[src/rtl/mips_multicycle_core.sv]
// mips_multicycle_core
//   Multi-cycle MIPS-I integer subset core: IDLE/FETCH/DECODE/EXEC/MEM/WB.
//   Owns the PC, register file, ALU and control. Instruction and data memory
//   are reached through independent req/ack handshakes of arbitrary latency.
// Ports
//   clk, reset (async, active low)
//   imem_req/imem_addr  -> fetch request and address; imem_ack/imem_rdata <- response
//   dmem_req/dmem_we/dmem_addr/dmem_wdata -> data access; dmem_ack/dmem_rdata <- response
//   pc      current instruction address
//   retire  pulse on the final cycle of each instruction
//   illegal pulse when an undecodable instruction is discarded
module mips_multicycle_core #(
  parameter logic [31:0] RESET_PC   = 32'h0000_0000,
  parameter int unsigned REG_ADDR_W = 5
) (
  input  logic        clk,
  input  logic        reset,
  output logic        imem_req,
  output logic [31:0] imem_addr,
  input  logic        imem_ack,
  input  logic [31:0] imem_rdata,
  output logic        dmem_req,
  output logic        dmem_we,
  output logic [31:0] dmem_addr,
  output logic [31:0] dmem_wdata,
  input  logic        dmem_ack,
  input  logic [31:0] dmem_rdata,
  output logic [31:0] pc,
  output logic        retire,
  output logic        illegal
);

  localparam int NumRegs = 1 << REG_ADDR_W;

  localparam logic [5:0] OpRtype = 6'h00;
  localparam logic [5:0] OpJ     = 6'h02;
  localparam logic [5:0] OpBeq   = 6'h04;
  localparam logic [5:0] OpAddi  = 6'h08;
  localparam logic [5:0] OpLw    = 6'h23;
  localparam logic [5:0] OpSw    = 6'h2b;

  localparam logic [5:0] FnAdd = 6'h20;
  localparam logic [5:0] FnSub = 6'h22;
  localparam logic [5:0] FnAnd = 6'h24;
  localparam logic [5:0] FnOr  = 6'h25;
  localparam logic [5:0] FnSlt = 6'h2a;

  typedef enum logic [2:0] {
    StIdle, StFetch, StDecode, StExec, StMem, StWb
  } state_e;

  state_e                  r_state, w_state_d;
  logic [31:0]             r_pc, r_ir, r_a, r_b, r_alu, r_mdr;
  logic [31:0]             r_rf [NumRegs];

  logic [5:0]              w_op, w_funct;
  logic [REG_ADDR_W-1:0]   w_rs, w_rt, w_rd, w_dest;
  logic [31:0]             w_imm, w_pc4, w_rs_val, w_rt_val, w_alu;
  logic                    w_legal;

  assign w_op     = r_ir[31:26];
  assign w_funct  = r_ir[5:0];
  assign w_rs     = r_ir[21 +: REG_ADDR_W];
  assign w_rt     = r_ir[16 +: REG_ADDR_W];
  assign w_rd     = r_ir[11 +: REG_ADDR_W];
  assign w_imm    = {{16{r_ir[15]}}, r_ir[15:0]};
  assign w_pc4    = r_pc + 32'd4;
  assign w_dest   = (w_op == OpRtype) ? w_rd : w_rt;
  // $0 is hardwired: never written, and forced to zero on read for safety.
  assign w_rs_val = (w_rs == '0) ? 32'd0 : r_rf[w_rs];
  assign w_rt_val = (w_rt == '0) ? 32'd0 : r_rf[w_rt];
  assign pc       = r_pc;

  always_comb begin
    w_legal = 1'b0;
    case (w_op)
      OpRtype: w_legal = (w_funct == FnAdd) || (w_funct == FnSub) || (w_funct == FnAnd) ||
                         (w_funct == FnOr)  || (w_funct == FnSlt);
      OpJ, OpBeq, OpAddi, OpLw, OpSw: w_legal = 1'b1;
      default: w_legal = 1'b0;
    endcase
  end

  // Addi, lw and sw all use A + imm; R-type selects on funct.
  always_comb begin
    w_alu = r_a + w_imm;
    if (w_op == OpRtype) begin
      case (w_funct)
        FnAdd:   w_alu = r_a + r_b;
        FnSub:   w_alu = r_a - r_b;
        FnAnd:   w_alu = r_a & r_b;
        FnOr:    w_alu = r_a | r_b;
        FnSlt:   w_alu = {31'd0, $signed(r_a) < $signed(r_b)};
        default: w_alu = r_a + r_b;
      endcase
    end
  end

  // Next state and outputs. Outputs decode from r_state, which resets
  // asynchronously, so requests drop as soon as reset asserts.
  always_comb begin
    w_state_d  = r_state;
    imem_req   = 1'b0;
    imem_addr  = 32'd0;
    dmem_req   = 1'b0;
    dmem_we    = 1'b0;
    dmem_addr  = 32'd0;
    dmem_wdata = 32'd0;
    retire     = 1'b0;
    illegal    = 1'b0;
    unique case (r_state)
      StIdle: w_state_d = StFetch;
      StFetch: begin
        imem_req  = 1'b1;
        imem_addr = r_pc;
        if (imem_ack) w_state_d = StDecode;
      end
      StDecode: begin
        if (!w_legal) begin
          illegal   = 1'b1;
          retire    = 1'b1;
          w_state_d = StFetch;
        end else if (w_op == OpJ) begin
          retire    = 1'b1;
          w_state_d = StFetch;
        end else begin
          w_state_d = StExec;
        end
      end
      StExec: begin
        if (w_op == OpBeq) begin
          retire    = 1'b1;
          w_state_d = StFetch;
        end else if ((w_op == OpLw) || (w_op == OpSw)) begin
          w_state_d = StMem;
        end else begin
          w_state_d = StWb;
        end
      end
      StMem: begin
        dmem_req   = 1'b1;
        dmem_we    = (w_op == OpSw);
        dmem_addr  = r_alu;
        dmem_wdata = r_b;
        if (dmem_ack) begin
          if (w_op == OpSw) begin
            retire    = 1'b1;
            w_state_d = StFetch;
          end else begin
            w_state_d = StWb;
          end
        end
      end
      StWb: begin
        retire    = 1'b1;
        w_state_d = StFetch;
      end
      default: w_state_d = StIdle;
    endcase
  end

  always_ff @(posedge clk or negedge reset) begin
    if (!reset) begin
      r_state <= StIdle;
      r_pc    <= RESET_PC;
      r_ir    <= 32'd0;
      r_a     <= 32'd0;
      r_b     <= 32'd0;
      r_alu   <= 32'd0;
      r_mdr   <= 32'd0;
      for (int i = 0; i < NumRegs; i++) r_rf[i] <= 32'd0;
    end else begin
      r_state <= w_state_d;
      case (r_state)
        StFetch: if (imem_ack) r_ir <= imem_rdata;
        StDecode: begin
          r_a <= w_rs_val;
          r_b <= w_rt_val;
          if (!w_legal)          r_pc <= w_pc4;
          else if (w_op == OpJ)  r_pc <= {w_pc4[31:28], r_ir[25:0], 2'b00};
        end
        StExec: begin
          r_alu <= w_alu;
          if (w_op == OpBeq)
            r_pc <= (r_a == r_b) ? (w_pc4 + {w_imm[29:0], 2'b00}) : w_pc4;
        end
        StMem: begin
          if (dmem_ack) begin
            if (w_op == OpSw) r_pc  <= w_pc4;
            else              r_mdr <= dmem_rdata;
          end
        end
        StWb: begin
          if (w_dest != '0) r_rf[w_dest] <= (w_op == OpLw) ? r_mdr : r_alu;
          r_pc <= w_pc4;
        end
        default: ;
      endcase
    end
  end

endmodule

[config.mk]
export PLATFORM = sky130hd
export DESIGN_NAME = mips_multicycle_core
export DESIGN_NICKNAME = d
export VERILOG_FILES = /design/src/rtl/mips_multicycle_core.sv
export SDC_FILE = /design/constraint.sdc
export NUM_CORES = 2
export LEC_CHECK = 0
export BUFFER_PORTS_ARGS = -buffer_cell sky130_fd_sc_hd__buf_2
export CORE_AREA = 2 2 420 422
export CTS_BUF_LIST = sky130_fd_sc_hd__clkbuf_4 sky130_fd_sc_hd__clkbuf_8
export DETAILED_ROUTE_END_ITERATION = 8
export DIE_AREA = 0 0 422 424
export GPL_TIMING_DRIVEN = 0
export PLACE_DENSITY = 0.53
export SYNTH_ARGS = -nofsm -noshare
export SYNTH_HDL_FRONTEND = slang
export SYNTH_SLANG_ARGS = --single-unit
[constraint.sdc]
create_clock -name clk -period 4.7 [get_ports clk]
set_input_delay 0.705 -clock clk [delete_from_list [all_inputs] [get_ports clk]]
set_output_delay 0.705 -clock clk [all_outputs]
set_load 0.005 [all_outputs]
## Word level (Yosys, flattened, before mapping)

Index checks and enable logic that the tools add are counted.

- Flip-flop bits (word level): 1,219
- Bits of input ports: 68

- Add/sub/neg operators: 5
- Magnitude comparators: 5
- Equality and inequality tests: 21
- Muxes and demuxes: 45
- Bitwise gates (word level): 6
- Reduce and logical (&&, ||, !) cells: 19

Operator list:

| cell | count |
|---|---|
| bitwise mux 1024 bit | 1 |
| two-way mux 32 bit | 18 |
| binary-select mux 32 bit (select 5 bit) | 2 |
| case mux 32 bit (4 select lines) | 2 |
| demux 32 bit (select 5 bit) | 1 |
| adder 32 bit | 3 |
| == test 6 bit, second input constant | 7 |
| adder 32 x 3 -> 32 bit, second input constant | 1 |
| bitwise AND 32 bit | 1 |
| == test 32 bit | 1 |
| less-than comparator 32 bit | 1 |
| OR 32 bit | 1 |
| subtractor 32 bit | 1 |
| greater-or-equal comparator 6 bit, second input constant | 3 |
| inverter 5 -> 6 bit | 3 |
| case mux 3 bit (5 select lines) | 1 |
| two-way mux 3 bit | 4 |
| two-way mux 1 bit | 11 |
| logical NOT 5 bit | 2 |
| != test 2 bit, second input constant | 4 |
| == test 3 x 2 -> 1 bit, second input constant | 2 |
| == test 3 bit, second input constant | 2 |
| == test 6 x 2 -> 1 bit, second input constant | 1 |
| == test 6 x 3 -> 1 bit, second input constant | 1 |
| 20 further kinds | 27 |

## Longest topological paths before layout

- Word-level depth: 8
- Gate-level depth with buffers: 20
- Depth with buffers taken out: 20

## Worst setup path before layout

No wires, ideal clock.

- Path kind: register to register
- Start: register r_pc[4], in the netlist pc[4]
- End: register r_pc[30], in the netlist pc[30]
- Library setup time: 82 ps
- Data arrival time: 3,702 ps
- Data required time: 4,618 ps
- Path slack: 916 ps
- Cell stages (with the launch flop): 19
- Clock period less this slack: 3,784 ps
- Cells stage by stage: dfrtp_1 nand4_1 nor2_1 nand3_1 or3_1 clkbuf_1 nor2_1 xor2_1 ha_1 a21oi_1 o21ai_0 a21o_1 a21o_1 a21o_1 a21o_1 a31oi_1 xnor2_1 nand2_1 a31oi_1

- Cells in the longest elaborated chain, start to end: 5

Ends and longest elaborated chain:

| element | line | source |
|---|---|---|
| start, declared | 53 | `logic [31:0] r_pc, r_ir, r_a, r_b, r_alu, r_mdr;` |
| start signal, assigned | 179 | `if (!w_legal) r_pc <= w_pc4;` |
| start signal, assigned | 180 | `else if (w_op == OpJ) r_pc <= {w_pc4[31:28], r_ir[25:0], 2'b00};` |
| start signal, assigned | 185 | `r_pc <= (r_a == r_b) ? (w_pc4 + {w_imm[29:0], 2'b00}) : w_pc4;` |
| adder 32 x 3 -> 32 bit * | 67 | `assign w_pc4 = r_pc + 32'd4;` |
| adder 32 bit | 185 |  |
| two-way mux 32 bit | 185 |  |
| two-way mux 32 bit | 184 | `if (w_op == OpBeq)` |
| case mux 32 bit (4 select lines) * | 174 | `case (r_state)` |

Every way passes the cells marked *; elsewhere a longest branch is shown, timed or not. The select of a mux whose other input is x is not followed.
A chain may end at the register's enable or synchronous reset.

## Final worst setup path

- Start: register r_ir[17]
- End: register r_b[3]

- Cells in the longest elaborated chain, start to end: 5

Ends and longest elaborated chain:

| element | line | source |
|---|---|---|
| start, declared | 53 |  |
| start signal, assigned | 175 | `StFetch: if (imem_ack) r_ir <= imem_rdata;` |
| inverter 5 -> 6 bit (implied by the code) | 71 | `assign w_rt_val = (w_rt == '0) ? 32'd0 : r_rf[w_rt];` |
| binary-select mux 32 bit (select 5 bit) | 71 |  |
| two-way mux 32 bit (implied by the code) (2 in a row) | 71 |  |
| two-way mux 32 bit * | 71 |  |
| end signal, assigned | 178 | `r_b <= w_rt_val;` |
| end, declared | 53 |  |

Marked as above.

==> run summary <==
Outcome -> finished with violations
Failing checks -> max-capacitance violations, max-slew violations, negative setup slack
Hold slack -> 0.146 ns
WS Path Type -> flop to flop
Commonest non-fill, non-tap cell in the layout -> dfrtp_1
Nets@finish -> 7403
Worst slew pin tran -> 1.53 ns
Critical Path Start Type -> flop
YS warnings -> 0
Core ar. -> 175000 um2
First-pass GRT wire length -> 416 mm
RSZ-0062 raised after global routing -> false
Share of the yosys chip area belonging to registers -> 43.9%
Final Worst Setup Slack -> -0.170 ns
Critical Path AT -> 5.71 ns
Final hold violations -> 0
Dominant cells by area after synthesis -> dfrtp_1 44%, mux4_2 16%, a21oi_1 5.0%
Die area -> 179000 um2
Largest net degree at the start of global routing -> 167
Vias in the first global route -> 57.6k
Final setup TNS -> -0.241 ns
Worst Skew -> 0.0362 ns
Layout cell share with drive strength beyond 1 -> 19.3%
Post-Route WL -> 291 mm
Placed Area -> 73700 um2
Crit path required time -> 5.54 ns
Post-route minimum period -> 4.87 ns
DP Wirelength -> 227 mm
Fmax -> 205 MHz
Slew headroom -> -5.02%
ANT nets after route -> 0
Pins Over Slew Limit -> 38
Cell Pwr Density -> 719 nW/um2
# IOs -> 201
Setup violators final -> 2
Share of flip-flops with an asynchronous set or reset -> 100%
Port buffer count -> 196
Clock latency on the worst-skew pair -> 1.03 ns
Starting Density -> 39.7%
Cell area after synthesis -> 69400 um2
Leak -> 34.7 nW
Top-area cell type share of the netlist area -> 43.9%
Fill count -> 16.7k
Starting DRT DRC Count -> 6595
Worst-path fanout max -> 10
Yosys top cell by area -> dfrtp_1
Primary FF master, synth -> dfrtp_1
Initial antenna violation count -> 20
Placer Congestion -> 0.973
Post-layout util -> 45.4%
HP Class -> input port to asynchronous set/reset pin
Root Buffer -> clkbuf_8
Clk slew on worst S/H paths -> 0.07 ns
Yosys reg bits -> 1217
Remaining DRCs -> 0
Clock tree sinks -> 1217
Crit path capture type -> flop
CTS Buffer Depth -> 3
Die Y -> 424 um
Final period util -> 104%
Vias per cell -> 6.07
TritonCTS Buffers -> 214
Num rows -> 154
Power Total -> 57.1 mW
VDD IR-drop max -> 0.351 mV
EDFF count, synth -> 0
CTS H-tree depth -> 4
Max_cap viols -> 5
Post-Syn Instances -> 6671
Vias -> 58.8k
Library cells used by synthesis -> 96
Most frequent cells in the layout -> 1215 x dfrtp_1, 699 x nand2_1, 692 x a21oi_1
DIE WIDTH -> 422 um
Syn Area/Cell -> 10.4 um2
Area grow syn2layout -> 14.5%
TritonRoute pass-1 iters -> 6
CTS tree -> yes
Final instance area -> 79500 um2
GRT overflow -> 0
DR WL/cell -> 30.0 um
All-Layer GR Usage -> 32.1%
[layout make-up]
type / count / area, um2 / share of cell area [%]
tap: 2340 / 2930 / 3.68
clock buffer: 336 / 4310 / 5.43
multi-input combinational: 4706 / 36000 / 45.3
clock inverter: 53 / 608 / 0.765
timing repair buffer: 280 / 2000 / 2.51
antenna: 6 / 15.0 / 0.0189
sequential: 1217 / 30500 / 38.3
buffer: 620 / 2700 / 3.40
inverter: 128 / 484 / 0.609
[cell usage after synthesis (9+ instances only)]
cell,count
ha_1,164
and2_1,43
a221o_1,12
o221ai_1,103
nor2b_1,25
clkbuf_1,424
nand2b_1,34
buf_2,116
xor2_1,32
o21ai_1,14
o21a_1,18
mux4_2,487
o31ai_1,15
mux2_2,58
nand3_1,31
o22ai_1,99
a221oi_1,36
a31oi_1,31
a21oi_2,19
buf_1,62
o21bai_1,10
o21ai_0,670
dfrtp_1,1217
nor2_1,678
a211oi_1,36
a21oi_1,692
nand4_1,18
xnor2_1,46
nor3_1,64
mux2i_1,282
and3_1,51
buf_6,12
a222oi_1,9
nor4_1,10
a21o_1,54
or3_1,9
nand2_1,699
inv_1,127
o211ai_1,10
[state kept, by name, indices dropped and copies added (netlist names)]
register	cells
r_rf	1024
r_a	32
r_alu	32
r_b	32
r_ir	32
r_mdr	32
pc	30
r_state	3
[cells by family after synthesis]
kind of cell	Yosys count	share of synthesized area, %
simple gates	1711	10.6
flops	1217	43.9
xor+xnor	78	0.984
mux	829	20.9
other cells	1	0.00540
fa+ha+maj	168	3.07
compound gates	1916	16.2
buf+inv	751	4.44
[per-stage QoR]
stage          std cells  setup slack (ns)
2_1_floorplan       6674             0.916
3_3_place_gp        9210            -25.12
3_5_place_dp        9223            -0.921
4_1_cts             9681           0.00357
5_1_grt             9682            0.0172
6_report            9686            -0.170
[path summary, 6_finish.rpt]
path | slack [ns] | to | start | cells after the start
min reg2reg | 0.48 | r_rf[1007] | r_rf[1007] | 1
min in group clk | 0.16 | r_state[2] | dmem_ack | 3
max reg2reg | -0.17 | r_b[3] | r_ir[17] | 8
max in group asynchronous | 1.28 | r_rf[487] | reset | 7
min | 0.15 | r_ir[9] | reset | 2
max | -0.17 | r_b[3] | r_ir[17] | 8
[what timing repair did]
| item | in CTS | in global routing |
|---|---|---|
| pin swaps | 0 | 1 |
| gates resized for setup | 25 | 19 |
| setup buffers | 3 | 1 |
| setup endpoints to repair | 71 | 38 |
| hold buffers | 66 | 0 |
| hold endpoints to repair | 298 | 0 |
[power breakdown]
group / switching [mW] / internal [mW] / leakage (nW) / total, mW
Sequential: 3.09 / 13.5 / 16.5 / 16.6
Clock: 4.96 / 6.32 / 2.61 / 11.3
Combinational: 18.9 / 10.4 / 15.6 / 29.2
Total: 26.9 / 30.2 / 34.7 / 57.1
[metal layers]
layer	part of all wire, %	global-route usage [%]	vias up	wire (um)
li1	-	-	25400	-
met1	41	43.0	29900	118000
met2	45	49.9	2864	132000
met3	9.0	7.25	643	26100
met4	5.0	14.4	14	14700
met5	0.034	0.134	-	100
[critical path, stage by stage, from the launching register on]
cell,delay [ns]
dfrtp_1,0.44
clkbuf_1,0.78
buf_1,0.97
clkbuf_2,0.83
mux4_2,0.46
mux2i_1,0.26
o22ai_1,0.23
a21oi_1,0.50
o22ai_1,0.18
No activity file was read; power rests on OpenSTA's default activity.
